<file path="src/rtl/lg_bist_pkg.sv">
// rtl/lg_bist_pkg.sv - shared types, vector table and LFSR helpers for the NAND-block BIST
package lg_bist_pkg;

  typedef enum logic [2:0] {
    ST_IDLE,
    ST_APPLY,
    ST_SETTLE,
    ST_SAMPLE,
    ST_NEXT,
    ST_FIN
  } state_e;

  localparam int DIR_CNT = 7;

  // Parked value on the gate inputs: only OC asserted.
  localparam logic [13:0] IDLE_VEC = 14'h2000;

  // Directed vectors, bit 0 = A .. bit 12 = M, bit 13 = OC.
  localparam logic [0:DIR_CNT-1][13:0] DIR_VEC = {
    14'h2000,  // none
    14'h2003,  // A,B
    14'h2007,  // A..C
    14'h200F,  // A..D
    14'h20FF,  // A..H
    14'h0FFF,  // A..L with OC low
    14'h3FFF   // A..M
  };

  // Fan-in of each NAND output Y, Y1..Y5, counted from input A.
  localparam logic [0:5][3:0] NAND_W = {4'd2, 4'd3, 4'd4, 4'd8, 4'd12, 4'd13};

  // Feedback taps 14,5,3,1 (1-based) of the Fibonacci LFSR.
  localparam logic [13:0] LFSR_TAPS = 14'h2015;

  function automatic logic [13:0] lfsr_step(input logic [13:0] s);
    return {s[12:0], ^(s & LFSR_TAPS)};
  endfunction

  function automatic logic [13:0] dir_vec(input logic [2:0] i);
    case (i)
      3'd0:    return DIR_VEC[0];
      3'd1:    return DIR_VEC[1];
      3'd2:    return DIR_VEC[2];
      3'd3:    return DIR_VEC[3];
      3'd4:    return DIR_VEC[4];
      3'd5:    return DIR_VEC[5];
      3'd6:    return DIR_VEC[6];
      default: return IDLE_VEC;
    endcase
  endfunction

endpackage

</file>
<file path="src/rtl/lg_bist_ref.sv">
// rtl/lg_bist_ref.sv - combinational reference model of the multi-input NAND gate block
module lg_bist_ref
  import lg_bist_pkg::*;
(
  input  logic [13:0] vec_i,
  output logic [5:0]  exp_o,
  output logic [5:0]  mask_o
);

  for (genvar k = 0; k < 6; k++) begin : g_nand
    localparam int W = int'(NAND_W[k]);
    assign exp_o[k] = ~&vec_i[W-1:0];
  end

  // Y4 is not checked while OC is low.
  assign mask_o = {1'b1, vec_i[13], 4'hF};

endmodule

</file>
<file path="src/rtl/lg_bist_seq.sv">
// rtl/lg_bist_seq.sv - BIST sequencer driving directed and LFSR vectors into the NAND gate block
module lg_bist_seq
  import lg_bist_pkg::*;
#(
  parameter int          SETTLE_CYC = 4,
  parameter int          N_RAND     = 16,
  parameter logic [13:0] LFSR_SEED  = 14'h1ACE,
  parameter int          CNT_W      = 8
) (
  input  logic             CLK,
  input  logic             RST,
  input  logic             start,
  input  logic             abort,
  input  logic [5:0]       dut_out,
  output logic [13:0]      dut_in,
  output logic             busy,
  output logic             done,
  output logic             pass,
  output logic [CNT_W-1:0] fail_cnt,
  output logic [CNT_W-1:0] first_fail
);

  localparam int               SW          = (SETTLE_CYC > 1) ? $clog2(SETTLE_CYC) : 1;
  localparam logic [SW-1:0]    SETTLE_INIT = SW'(SETTLE_CYC - 1);
  localparam logic [SW-1:0]    SETTLE_ONE  = SW'(1);
  localparam logic [CNT_W-1:0] CNT_ONE     = CNT_W'(1);
  localparam logic [CNT_W-1:0] DIR_LAST    = CNT_W'(DIR_CNT - 1);
  localparam logic [CNT_W-1:0] LAST_IDX    = CNT_W'(DIR_CNT - 1 + N_RAND);

  state_e           state_q;
  logic [CNT_W-1:0] idx_q;
  logic [SW-1:0]    settle_q;
  logic [13:0]      lfsr_q;
  logic [13:0]      dut_in_q;
  logic             busy_q;
  logic             done_q;
  logic             pass_q;
  logic [CNT_W-1:0] fail_cnt_q;
  logic [CNT_W-1:0] first_fail_q;

  logic [13:0]      cur_vec;
  logic [5:0]       exp_w;
  logic [5:0]       mask_w;
  logic             mismatch;

  // The reference sees the registered vector, which is stable through SAMPLE.
  lg_bist_ref u_ref (
    .vec_i  (dut_in_q),
    .exp_o  (exp_w),
    .mask_o (mask_w)
  );

  assign cur_vec  = (idx_q > DIR_LAST) ? lfsr_q : dir_vec(idx_q[2:0]);
  assign mismatch = |((dut_out ^ exp_w) & mask_w);

  // Test sequencer: walks every vector through apply / settle / sample / next.
  always_ff @(posedge CLK or posedge RST) begin
    if (RST) begin
      state_q      <= ST_IDLE;
      idx_q        <= '0;
      settle_q     <= '0;
      lfsr_q       <= LFSR_SEED;
      dut_in_q     <= IDLE_VEC;
      busy_q       <= 1'b0;
      done_q       <= 1'b0;
      pass_q       <= 1'b0;
      fail_cnt_q   <= '0;
      first_fail_q <= '0;
    end else begin
      done_q <= 1'b0;
      case (state_q)
        ST_IDLE: begin
          if (start && !abort) begin
            state_q      <= ST_APPLY;
            idx_q        <= '0;
            lfsr_q       <= LFSR_SEED;
            busy_q       <= 1'b1;
            pass_q       <= 1'b0;
            fail_cnt_q   <= '0;
            first_fail_q <= '1;
          end
        end
        ST_APPLY: begin
          dut_in_q <= cur_vec;
          settle_q <= SETTLE_INIT;
          state_q  <= ST_SETTLE;
        end
        ST_SETTLE: begin
          if (settle_q == '0) begin
            state_q <= ST_SAMPLE;
          end else begin
            settle_q <= settle_q - SETTLE_ONE;
          end
        end
        ST_SAMPLE: begin
          if (mismatch) begin
            if (fail_cnt_q != '1) begin
              fail_cnt_q <= fail_cnt_q + CNT_ONE;
            end
            if (first_fail_q == '1) begin
              first_fail_q <= idx_q;
            end
          end
          state_q <= ST_NEXT;
        end
        ST_NEXT: begin
          if (idx_q == LAST_IDX) begin
            state_q  <= ST_FIN;
            done_q   <= 1'b1;
            pass_q   <= (fail_cnt_q == '0);
            busy_q   <= 1'b0;
            dut_in_q <= IDLE_VEC;
          end else begin
            idx_q <= idx_q + CNT_ONE;
            // The seed itself is the first random vector, so only step once past it.
            if (idx_q > DIR_LAST) begin
              lfsr_q <= lfsr_step(lfsr_q);
            end
            state_q <= ST_APPLY;
          end
        end
        ST_FIN: begin
          state_q <= ST_IDLE;
        end
        default: begin
          state_q <= ST_IDLE;
        end
      endcase

      // Abort overrides whatever the running state decided this cycle.
      if (abort && busy_q) begin
        state_q  <= ST_IDLE;
        busy_q   <= 1'b0;
        done_q   <= 1'b0;
        pass_q   <= 1'b0;
        dut_in_q <= IDLE_VEC;
      end
    end
  end

  assign dut_in     = dut_in_q;
  assign busy       = busy_q;
  assign done       = done_q;
  assign pass       = pass_q;
  assign fail_cnt   = fail_cnt_q;
  assign first_fail = first_fail_q;

endmodule

</file>
<file path="config.mk">
export PLATFORM = sky130hd
export DESIGN_NAME = lg_bist_seq
export DESIGN_NICKNAME = d
export VERILOG_FILES = /design/src/rtl/lg_bist_pkg.sv /design/src/rtl/lg_bist_ref.sv /design/src/rtl/lg_bist_seq.sv
export SDC_FILE = /design/constraint.sdc
export NUM_CORES = 1
export LEC_CHECK = 0
export ABC_AREA = 0
export CAP_MARGIN = 25
export CORE_MARGIN = 5
export CORE_UTILIZATION = 35
export DETAILED_ROUTE_END_ITERATION = 8
export GPL_ROUTABILITY_DRIVEN = 0
export PLACE_DENSITY = 0.66
export SLEW_MARGIN = 40
export SYNTH_ARGS = -nofsm -noshare
export SYNTH_HDL_FRONTEND = slang
export SYNTH_SLANG_ARGS = --single-unit
export TNS_END_PERCENT = 5
</file>
<file path="constraint.sdc">
create_clock -name CLK -period 6.52 [get_ports CLK]
set_clock_uncertainty 0.1 [all_clocks]
set_input_delay 1.63 -clock CLK [delete_from_list [all_inputs] [get_ports CLK]]
set_output_delay 1.63 -clock CLK [all_outputs]
set_load 0.005 [all_outputs]
</file>
; ---- Word-level counts from Yosys, hierarchy flattened
; Cells that the tools add are included.
[op_classes]
n_addsub = 3
n_lt_le_gt_ge = 1
eq_ne = 23
n_mux = 37
bitwise = 2
reduce_logical = 33
[op_table]
columns = cell, count
row1 = $mux W14, 6
row2 = $pmux W14 S6, 1
row3 = $mux W8, 7
row4 = $pmux W14 S2, 2
row5 = $pmux W8 S2, 3
row6 = $add A8 B1 Y8 const B, 2
row7 = $reduce_and A4 Y1, 4
row8 = $pmux W3 S5, 1
row9 = $ne A2 B2 Y1 const B, 7
row10 = $reduce_xor A14 Y1, 1
row11 = $reduce_and A13 Y1, 1
row12 = $eq A3 B2 Y1 const B, 4
row13 = $eq A3 B3 Y1 const B, 4
row14 = $mux W3, 4
row15 = $reduce_and A12 Y1, 1
row16 = $mux W1, 9
row17 = $ne A3 B3 Y1 const B, 3
row18 = $reduce_and A3 Y1, 3
row19 = $eq A8 B5 Y1 const B, 1
row20 = $eq A8 B8 Y1 const B, 1
row21 = $gt A8 B3 Y1 const B, 1
row22 = $logic_not A8 Y1, 1
row23 = $ne A8 B8 Y1 const B, 1
row24 = $reduce_and A2 Y1, 4
row25 = other kinds (15), 27
[word_totals]
ff_bits = 60
inputBits = 10
out_inout_bits = 33
elab_cells = 109

; ---- Longest topological paths before layout
; Gate-level depths: netlist (run 1).
[logic_depth]
depth_word = 7
ltp_mapped = 9
mapped_depth_nobuf = 8

; ---- By module
; A second synthesis (run 1) with hierarchy kept.
[unflattened]
hier_cells = 348
hier_area_um2 = 3288.2
[by_module_without_submodules]
columns = mod, n_inst, cells_each, area_per_inst_um2, seq_area_each_um2
row1 = lg_bist_seq, 1, 332, 3176.8, 1512.7
row2 = lg_bist_ref, 1, 16, 111.4, 0.0

; ---- Worst setup path after synthesis (run 1)
; Ideal clock, no wire load.
[synth_path]
path_type = input-to-reg
start = input dut_out[1]
end = register fail_cnt_q[4] (netlist: fail_cnt[4])
setup_ns = 0.126
arrival_ns = 2.914
t_required_ns = 6.294
setup_slack_ns = 3.380
stages = 7
n_path_buf = 1
path_cell_list = xnor2_1 -> or3_1 -> a21o_1 -> a2111oi_4 -> buf_6 -> nor3_1 -> o32a_1
[synth_via]
elab_chain_len = 5
[synth_rtl]
columns = item, line_no
row1 = start: declaration, lg_bist_seq.sv:14  ; input logic [5:0] dut_out,
row2 = $xor A6 B6 Y6, lg_bist_seq.sv:54  ; assign mismatch = |((dut_out ^ exp_w) & mask_w);
row3 = $and A6 B6 Y6, lg_bist_seq.sv:54
row4 = $reduce_or A6 Y1, lg_bist_seq.sv:54
row5 = $ne A2 B2 Y1 (no source line), --
row6 = $reduce_and A4 Y1 (no source line), --
row7 = end signal: assignment, lg_bist_seq.sv:98  ; fail_cnt_q <= fail_cnt_q + CNT_ONE;
row8 = end: declaration, lg_bist_seq.sv:38  ; logic [CNT_W-1:0] fail_cnt_q;
; No other way between the ends.
; A chain may end at the register's enable or synchronous reset.

; ---- Final worst setup path (run 1)
[layout_path]
start = input dut_out[1]
end = register first_fail_q[1] (netlist: first_fail[1])
[layout_via]
elab_chain_len = 5
[layout_rtl]
columns = item, line_no
row1 = $xor A6 B6 Y6, lg_bist_seq.sv:54
row2 = $and A6 B6 Y6, lg_bist_seq.sv:54
row3 = $reduce_or A6 Y1, lg_bist_seq.sv:54
row4 = $ne A2 B2 Y1 (no source line), --
row5 = $reduce_and A4 Y1 (no source line), --
row6 = end signal: assignment, lg_bist_seq.sv:101  ; first_fail_q <= idx_q;
row7 = end: declaration, lg_bist_seq.sv:39  ; logic [CNT_W-1:0] first_fail_q;
; No other way between the ends.

==> metrics.yaml, run 1 <==
layout:
  final_common_cell: "dfrtp_1"
  design_area_um2: 3840
  regArea_um2: 1510
  final_cells: 478
  syn2layout_area_growth_pct: 23.7
  fin_nets: 382
  num_antenna_cells: 0
  multi_input_area_um2: 1470
  layout-drive-gt1-share: 0.124
  final_cell_mix: "51 x dfrtp_1, 42 x clkdlybuf4s50_1, 38 x nand2_1, 29 x nor2_1, 27 x o21ai_0"
  fillCellCount: 857
clocking:
  post_cts_buffers: 0
  insertion_delay_ns: 0.34
  clock-root-buffer: "clkbuf_8"
  cts_sinks: 60
  cts_resized: 0
  cts_tree: "done"
  numCtsBuffers: 9
  path_clk_slew_ns: 0.07
  cts-htree-levels: 3
  holdBufCountCts: 0
  ctsLongestPathBuffers: 2
setup_path:
  cp.required_ns: 6.70
  rrSetupSlack_ns: 3.94
  cp-end-kind: "flip-flop"
  critPathSlowestCell: "a2111oi_4"
  worstSetupStartpoint: "dut_out[1]"
  r2r-start: "state_q[1]$_DFFE_PP0P_"
  worstSetupPathType: "in2reg"
  crit_fanout: 11
  crit_chain: "clkdlybuf4s50_1 > xnor2_1 > or3_1 > a21o_1 > a2111oi_4 > or4_1 > o22a_2"
  arrival_ns: 3.94
  cpPeakStageDelay_ns: 0.69
  critPathLaunchType: "input port"
detailed_routing:
  drc: 0
  detail_route.wl_per_cell_um: 15.1
  routed_wl_um: 7220
  drtIter0Drc: 160
  vias: 2547
  vias_per_cell: 5.33
  ant_nets: 0
  dr.pass1.iters: 4
placement:
  post_dp_cell_area_um2: 3620
  place_inst: 461
  dp_hpwl_um: 5310
  port_buffers: 42
yosys:
  syn_inst: 318
  synth_edf_count: 0
  synth-seq-cells: 60
  syn_nets: 335
  ys.flop_type: "dfrtp_1"
  yosysUniqueCellTypes: 55
  ys_async_sr_fraction: 1.00
  synth_seq_area_share: 0.487
  avgSynthCellArea_um2: 9.76
  syn_area_um2: 3100
  yosysWarnings: 0
worst_hold_path:
  holdCritPathClass: "reg2reg"
  worstHoldStart: "dut_in[13]$_DFFE_PP1P_"
timing:
  grt_setup_unrepaired: "false"
  final_max_slew_viol_count: 0
  layout_min_cycle_time_ns: 3.77
  fin_crit_sh: 0.578
  slew_headroom: 0.511
  fmax_mhz: 266
  setup_viol: 0
  finalSetupTns_ns: 0
  worst_pin_slew_ns: 0.731
  hold_viol_final: 0
floorplan:
  rows: 34
  dieArea_um2: 10900
  die-height_um: 104
  core_um2: 8680
  num_io_pins: 43
  die_w_um: 104
  start_util: 0.358
pwr:
  power_density_nw_per_um2: 309
  total_power_mw: 1.19
  leakage_nw: 1.55
  vdd_ir_drop_max_mv: 0.0927
run:
  maxCapViolCount: 0
global_route:
  track_usage: 0.138
  grt_max_degree: 61
  antenna_found_initial: 0
  grt_pass1_wl_um: 12300
  grt_pass1_vias: 2476
  grt_remaining_overflow: 0
run_status:
  status: "completed"
## kinds of logic after synthesis
family | Yosys count | share of synthesized area
adders and majority gates | 7 | 0.0282
muxes | 1 | 0.00322
DFF | 60 | 0.487
xor gates and xnor gates | 13 | 0.0367
and+or+nand+nor | 122 | 0.204
AOI/OAI and AO/OA | 88 | 0.200
buffers and inverters | 27 | 0.0407
## state kept, by name (all words and copies together), names as in the netlist, 2 cells and up
register    cells
state_q         3
lfsr_q         14
dut_in         14
settle_q        2
idx_q           8
first_fail      8
fail_cnt        8
## final cells by class
class | instances | area share
Sequential cell | 60 | 0.394
Tap cell | 108 | 0.0352
Multi-Input combinational cell | 231 | 0.381
Clock buffer | 10 | 0.0358
Timing Repair Buffer | 46 | 0.121
Inverter | 17 | 0.0166
Clock inverter | 6 | 0.0166
## worst max-delay path, delay by kind of cell
family | cells | cell delay (ns)
compound gates | 3 | 1.07
simple gates | 2 | 0.67
buf+inv | 1 | 0.43
xor+xnor | 1 | 0.13
## layer usage
| metal | global-route usage | wire length [µm] | vias up |
|---|---|---|---|
| li1 | - | - | 1235 |
| met1 | 0.169 | 3120 | 1250 |
| met2 | 0.226 | 3720 | 53 |
| met3 | 0.0335 | 273 | 9 |
| met4 | 0.0657 | 109 | 0 |
| met5 | 0 | 0 | - |
## path summary, 6_finish.rpt
| check | cells past startpoint | to |
|---|---|---|
| max | 7 | first_fail[1]$_DFFE_PP0P_ |
| max in group asynchronous | 4 | lfsr_q[12]$_DFFE_PP1P_ |
| min reg2reg | 2 | dut_in[13]$_DFFE_PP1P_ |
| max reg2reg | 5 | first_fail[1]$_DFFE_PP0P_ |
| min in group asynchronous | 3 | fail_cnt[1]$_DFFE_PP0P_ |
| min | 2 | dut_in[13]$_DFFE_PP1P_ |
## report_power, final
group / switching (mW) / internal, mW / leakage, nW
clock network: 0.152 / 0.186 / 0.0983
registers: 0.0702 / 0.432 / 0.757
logic: 0.173 / 0.174 / 0.693
total: 0.395 / 0.792 / 1.55
## cells in the mapped netlist, types with 3 or more instances
cell / n / share of area
o31ai_1: 4 / 0.0097
xor2_1: 7 / 0.020
a22o_1: 5 / 0.014
or3_1: 3 / 0.0060
nor3_1: 9 / 0.015
inv_1: 17 / 0.021
nand4_1: 7 / 0.014
nand3b_1: 3 / 0.0073
a21oi_1: 16 / 0.026
xnor2_1: 6 / 0.017
a2bb2oi_1: 3 / 0.0085
o22a_1: 13 / 0.037
o21ai_0: 27 / 0.044
nand2_1: 38 / 0.046
ha_1: 7 / 0.028
dfstp_2: 9 / 0.076
nor2_1: 29 / 0.035
nand3_1: 6 / 0.0097
a21o_1: 3 / 0.0073
buf_2: 5 / 0.0081
and3_1: 6 / 0.012
nor3b_1: 4 / 0.0097
dfrtp_1: 51 / 0.41
## metrics by stage
| step | worst slack (ns) | hold slack [ns] | utilization |
|---|---|---|---|
| finish | 2.75 | 0.411 | 0.443 |
| global route | 2.67 | 0.423 | 0.443 |
| detailed placement | 2.41 | 0.402 | 0.417 |
| global placement | 2.43 | 0.395 | 0.417 |
| CTS | 2.77 | 0.415 | 0.440 |
| floorplan | 3.32 | 0.373 | - |
(Power assumes the default switching activity.)
==> inputs of run 2 (changes only) <==
--- a/config.mk
+++ b/config.mk
@@ -11,7 +11,7 @@
 export CORE_UTILIZATION = 35
 export DETAILED_ROUTE_END_ITERATION = 8
 export GPL_ROUTABILITY_DRIVEN = 0
-export PLACE_DENSITY = 0.66
+export PLACE_DENSITY = 0.68
 export SLEW_MARGIN = 40
 export SYNTH_ARGS = -nofsm -noshare
 export SYNTH_HDL_FRONTEND = slang
==> constraint.sdc (replaced) <==
create_clock -name CLK -period 3.1 [get_ports CLK]
set_clock_uncertainty 0.1 [all_clocks]
set_input_delay 0.775 -clock CLK [delete_from_list [all_inputs] [get_ports CLK]]
set_output_delay 0.775 -clock CLK [all_outputs]
set_load 0.005 [all_outputs]
==> run 2 against run 1 <==
- sequential share of layout area shrank 0.090 points
- combinational power grew 110%
- setup slack lost 2.2 ns
- non-clock buffer count rose by 2
- critical endpoint is now fail_cnt[5]$_DFFE_PP0P_
- critical path depth is 1 higher
- register-to-register slack worse by 3.2 ns
- global-route usage down 0.059 points
- die area is the same
- cell count increased by 0.42%
- final area increased by 0.23%
- routed wire length up 0.18%
- clock-buffer cell count did not move
==> metrics.yaml, run 2 (synthesis gave the netlist of run 1 again) <==
run_status:
  status: "completed"
layout:
  syn2layout_area_growth_pct: 24.0
  layout-drive-gt1-share: 0.126  # +0.00202
  fillCellCount: 849  # -0.93%
  fin_nets: 384  # +0.52%
  final_cell_mix: "51 x dfrtp_1, 42 x clkdlybuf4s50_1, 38 x nand2_1, 29 x nor2_1, 27 x o21ai_0"
  fin_util: 0.444  # +0.00101
  num_antenna_cells: 0  # unchanged
  final_common_cell: "dfrtp_1"
placement:
  port_buffers: 42  # unchanged
  dp_hpwl_um: 5370  # +1.2%
timing:
  whs_ns: 0.410  # -0.000405 ns
  layout_min_cycle_time_ns: 2.59
  grt_setup_unrepaired: "false"
  finalSetupTns_ns: 0  # unchanged
  fin_crit_sh: 0.835
  worst_pin_slew_ns: 0.656  # -0.0748 ns
  fmax_mhz: 386
  slew_headroom: 0.561  # +0.0500
  setup_viol: 0  # unchanged
  final_max_slew_viol_count: 0  # unchanged
  hold_viol_final: 0  # unchanged
pwr:
  vdd_ir_drop_max_mv: 0.313  # +240%
  power_density_nw_per_um2: 659  # +110%
  leakage_nw: 1.57  # +1.2%
setup_path:
  worstSetupStartpoint: "dut_out[1]"
  crit_fanout: 10  # -1
  cp-end-kind: "flip-flop"
  arrival_ns: 2.70  # -1.24 ns
  worstSetupPathType: "in2reg"
  critPathLaunchType: "input port"
  cp.required_ns: 3.21  # -3.49 ns
  r2r-start: "dut_in[2]$_DFFE_PP0P_"
floorplan:
  die-height_um: 104  # unchanged
  rows: 34  # unchanged
  die_w_um: 104  # unchanged
  core_um2: 8680  # unchanged
  num_io_pins: 43  # unchanged
  start_util: 0.358  # unchanged
  dieArea_um2: 10900  # unchanged
detailed_routing:
  vias_per_cell: 5.35  # +0.48%
  routed_wl_um: 7240  # +0.18%
  detail_route.wl_per_cell_um: 15.1  # -0.24%
  vias: 2570  # +0.90%
  drc: 0  # unchanged
  dr.pass1.iters: 4  # unchanged
  ant_nets: 0  # unchanged
  drtIter0Drc: 195  # +22%
global_route:
  grt_remaining_overflow: 0  # unchanged
  grt_use_met1: 0.164  # -0.00495
  grt_max_degree: 27  # -56%
  track_usage: 0.137  # -0.000594
  grt_util_met3: 0.0447  # +0.0112
  grt.busiest_layer: "met2"
  met2_usage: 0.230  # +0.00410
  grt_pass1_vias: 2544  # +2.7%
  antenna_found_initial: 0  # unchanged
  grt_pass1_wl_um: 12300  # -0.16%
clocking:
  cts_tree: "done"
  cts_resized: 0  # unchanged
  clock-root-buffer: "clkbuf_8"
  insertion_delay_ns: 0.33  # about the same
  ctsLongestPathBuffers: 2  # unchanged
  holdBufCountCts: 0  # unchanged
  numCtsBuffers: 9  # unchanged
  path_clk_slew_ns: 0.07  # about the same
  post_cts_buffers: 0  # unchanged
  cts_sinks: 60  # unchanged
  cts-htree-levels: 3  # unchanged
run:
  maxCapViolCount: 0  # unchanged
worst_hold_path:
  holdCritPathClass: "reg2reg"
  worstHoldStart: "dut_in[13]$_DFFE_PP1P_"
run 2: cell count changes in the layout (fill, tap and decap cells not counted):
cell,before,now
clkinvlp_4,2,0
clkbuf_1,0,1
bufinv_16,1,2
buf_12,1,0
clkbuf_8,10,9
clkinv_4,1,0
buf_4,3,6
clkinv_2,2,4
run 2: worst max-delay path, cell delays in order:
cell and delay, ns:
clkdlybuf4s50_1 0.43, xnor2_1 0.13, or3_1 0.30, a21o_1 0.18, a2111oi_4 0.40, buf_4 0.24, or3_4 0.16, o31ai_1 0.08
run 2: through the flow:
stage	power (mW)	area (µm²)	instances	setup slack (ns)
2_1_floorplan	1.50	3100	318	0.755
3_3_place_gp	1.79	3640	464	0.156
3_5_place_dp	1.81	3640	464	0.134
4_1_cts	2.57	3850	480	0.498
5_1_grt	2.71	3850	480	0.395
6_report	2.54	3850	480	0.510
run 2: final timing paths:
kind,to,slack (ns),cells past startpoint
setup / recovery,fail_cnt[5]$_DFFE_PP0P_,0.51,8
hold / removal,dut_in[13]$_DFFE_PP1P_,0.41,2
setup reg to reg,first_fail[0]$_DFFE_PP0P_,0.79,6
hold reg to reg,dut_in[13]$_DFFE_PP1P_,0.41,2
max in group asynchronous,lfsr_q[3]$_DFFE_PP1P_,1.46,3
min in group asynchronous,fail_cnt[0]$_DFFE_PP0P_,0.71,2
run 2: power breakdown:
group	switching [mW]	internal, mW
registers	0.145	0.910
clock network	0.299	0.447
logic	0.371	0.366
total	0.816	1.72
run 2: final cells by class:
cell class	instances	area, µm²	share of cell area
Multi-Input combinational cell	231	1470	0.381
Inverter	17	63.8	0.0166
Sequential cell	60	1510	0.393
Tap cell	108	135	0.0351
Timing Repair Buffer	48	465	0.121
Clock buffer	10	128	0.0331
Clock inverter	6	80.1	0.0208
run 2: metal layers:
layer  vias up  wire length, µm
li1       1247                -
met1      1262             3170
met2        50             3640
met3        11              281
met4         0              151
met5         -                0
==> inputs of run 3 (changes only) <==
==> constraint.sdc (replaced) <==
create_clock -name CLK -period 2.14 [get_ports CLK]
set_clock_uncertainty 0.1 [all_clocks]
set_input_delay 0.535 -clock CLK [delete_from_list [all_inputs] [get_ports CLK]]
set_output_delay 0.535 -clock CLK [all_outputs]
set_load 0.005 [all_outputs]
==> run 3 against run 2 <==
- the run now ends with setup timing left
- final area up 8.7%
- sequential share of layout area decreased by 3.1 points
- non-clock buffer count is 37 higher
- setup slack got worse by 0.61 ns
- combinational power is 76% higher
- clock power increased by 69%
- cell count is 7.7% higher
- clock-buffer cell count is 1 higher
- global-route usage up 1.1 points
- critical path depth unchanged
- largest power group unchanged
==> metrics.yaml, run 3 (synthesis gave the netlist of run 1 again) <==
run_status:
  status: "finished, violations left"
  violations: "setup timing"
pwr:
  total_power_mw: 4.04  # +59%
  vdd_ir_drop_max_mv: 0.355  # +13%
  leakage_nw: 1.78  # +14%
  power_density_nw_per_um2: 966  # +47%
floorplan:
  die-height_um: 104  # unchanged
  num_io_pins: 43  # unchanged
  start_util: 0.358  # unchanged
  die_w_um: 104  # unchanged
  core_um2: 8680  # unchanged
  dieArea_um2: 10900  # unchanged
  rows: 34  # unchanged
placement:
  port_buffers: 42  # unchanged
  post_dp_cell_area_um2: 3930  # +7.9%
  place_inst: 499  # +7.5%
  post-place-ws_ns: -0.598  # -0.733 ns
  dp_hpwl_um: 5640  # +4.9%
timing:
  finalSetupTns_ns: -1.07  # -1.07 ns
  hold_viol_final: 0  # unchanged
  whs_ns: 0.416  # +0.00558 ns
  worst_pin_slew_ns: 0.619  # -0.0375 ns
  layout_min_cycle_time_ns: 2.24
  fin_crit_sh: 1.04
  setup_slack_ns: -0.0956  # -0.606 ns
  fmax_mhz: 447
  final_max_slew_viol_count: 0  # unchanged
  slew_headroom: 0.585  # +0.0232
  setup_viol: 16  # +16
  grt_setup_unrepaired: "true"
setup_path:
  critPathSlowestCell: "clkdlybuf4s50_1"
  rrSetupSlack_ns: -0.09  # -0.88 ns
  cp.required_ns: 2.26  # -0.95 ns
  crit_chain: "clkdlybuf4s50_1 > xnor2_1 > or3_1 > a21o_1 > a2111oi_4 > buf_4 > or3_4 > mux2i_1"
  cpPeakStageDelay_ns: 0.44  # about the same
  reg2reg_depth: 8  # +2
  critPathLaunchType: "input port"
  regToRegEndpoint: "fail_cnt[0]$_DFFE_PP0P_"
  crit_fanout: 5  # -5
  arrival_ns: 2.36  # -0.34 ns
  cp-end-kind: "flip-flop"
  r2r-start: "dut_in[4]$_DFFE_PP0P_"
  worstSetupPathType: "in2reg"
detailed_routing:
  vias: 2722  # +5.9%
  routed_wl_um: 7740  # +6.9%
  drtIter0Drc: 133  # -32%
  detail_route.wl_per_cell_um: 15.0  # -0.73%
  dr.pass1.iters: 4  # unchanged
  drc: 0  # unchanged
  vias_per_cell: 5.26  # -1.7%
  ant_nets: 0  # unchanged
layout:
  layout-drive-gt1-share: 0.210  # +0.0839
  design_area_um2: 4190  # +8.7%
  final_cells: 517  # +7.7%
  num_antenna_cells: 0  # unchanged
  final_cell_mix: "51 x dfrtp_1, 41 x clkdlybuf4s50_1, 41 x buf_4, 38 x nand2_1, 29 x nor2_1"
  final_common_cell: "dfrtp_1"
  fin_nets: 421  # +9.6%
  fillCellCount: 829  # -2.4%
  fin_util: 0.482  # +0.0386
  syn2layout_area_growth_pct: 34.8
  regArea_um2: 1510  # unchanged
  multi_input_area_um2: 1470  # +0.26%
clocking:
  path_clk_slew_ns: 0.07  # about the same
  cts-htree-levels: 3  # unchanged
  numCtsBuffers: 9  # unchanged
  ctsLongestPathBuffers: 2  # unchanged
  holdBufCountCts: 0  # unchanged
  insertion_delay_ns: 0.35  # +0.02 ns
  clock-root-buffer: "clkbuf_8"
  cts_tree: "done"
  cts_sinks: 60  # unchanged
worst_hold_path:
  holdCritPathClass: "reg2reg"
  min_delay_path_depth: 2  # unchanged
  worstHoldStart: "dut_in[13]$_DFFE_PP1P_"
  min_to: "dut_in[13]$_DFFE_PP1P_"
run:
  maxCapViolCount: 0  # unchanged
global_route:
  antenna_found_initial: 0  # unchanged
  grt_remaining_overflow: 0  # unchanged
  track_usage: 0.148  # +0.0112
  grt_max_degree: 61  # +130%
  grt_pass1_vias: 2805  # +10%
  grt_pass1_wl_um: 13200  # +7.9%
-- run 3: report_power, final --
part	switching [mW]	leakage [nW]	internal, mW
clock network	0.454	0.123	0.802
registers	0.171	0.757	1.32
logic	0.621	0.900	0.679
total	1.25	1.78	2.80
-- run 3: worst max-delay path by stage --
stage / start / to / slack [ns] / cells past startpoint
final: dut_out[1] / fail_cnt[0]$_DFFE_PP0P_ / -0.1 / 8
after global routing: dut_in[5]$_DFFE_PP0P_ / fail_cnt[7]$_DFFE_PP0P_ / -0.22 / 8
after CTS: dut_in[4]$_DFFE_PP0P_ / fail_cnt[0]$_DFFE_PP0P_ / -0.11 / 8
after detailed placement: dut_out[1] / fail_cnt[0]$_DFFE_PP0P_ / -0.60 / 8
after global placement: dut_out[1] / first_fail[1]$_DFFE_PP0P_ / -0.57 / 7
after floorplan: dut_in[2]$_DFFE_PP0P_ / first_fail[0]$_DFFE_PP0P_ / 0.007 / 7
-- run 3: worst max-delay path, delay by kind of cell --
kind / cells / cell delay (ns)
AO/OA/AOI/OAI: 2 / 0.52
XOR/XNOR: 1 / 0.13
buffers and inverters: 2 / 0.66
multiplexers: 1 / 0.07
AND/OR/NAND/NOR: 2 / 0.44
-- run 3: metal layers --
metal / up-vias / part of all wire / track usage
met4: 0 / 0.027 / 0.0703
met1: 1313 / 0.42 / 0.181
li1: 1319 / - / -
met3: 21 / 0.044 / 0.0360
met2: 69 / 0.50 / 0.245
met5: - / 0 / 0
-- run 3: final cells by class --
class                   instances  area share
flip-flops and latches         60       0.361
multi-input cells             231       0.351
repair buffers                 85       0.182
clock buffers                  11      0.0338
well taps                     108      0.0323
clock inverters                 5      0.0239
inverters                      17      0.0152
-- run 3: repair_timing --
action | 4_1_cts | 5_1_grt
buffers inserted | 1 | 0
endpoints found under the setup margin | 16 | 17
resized for setup | 2 | 1
pin swaps | 5 | 2
cloned | 1 | 0
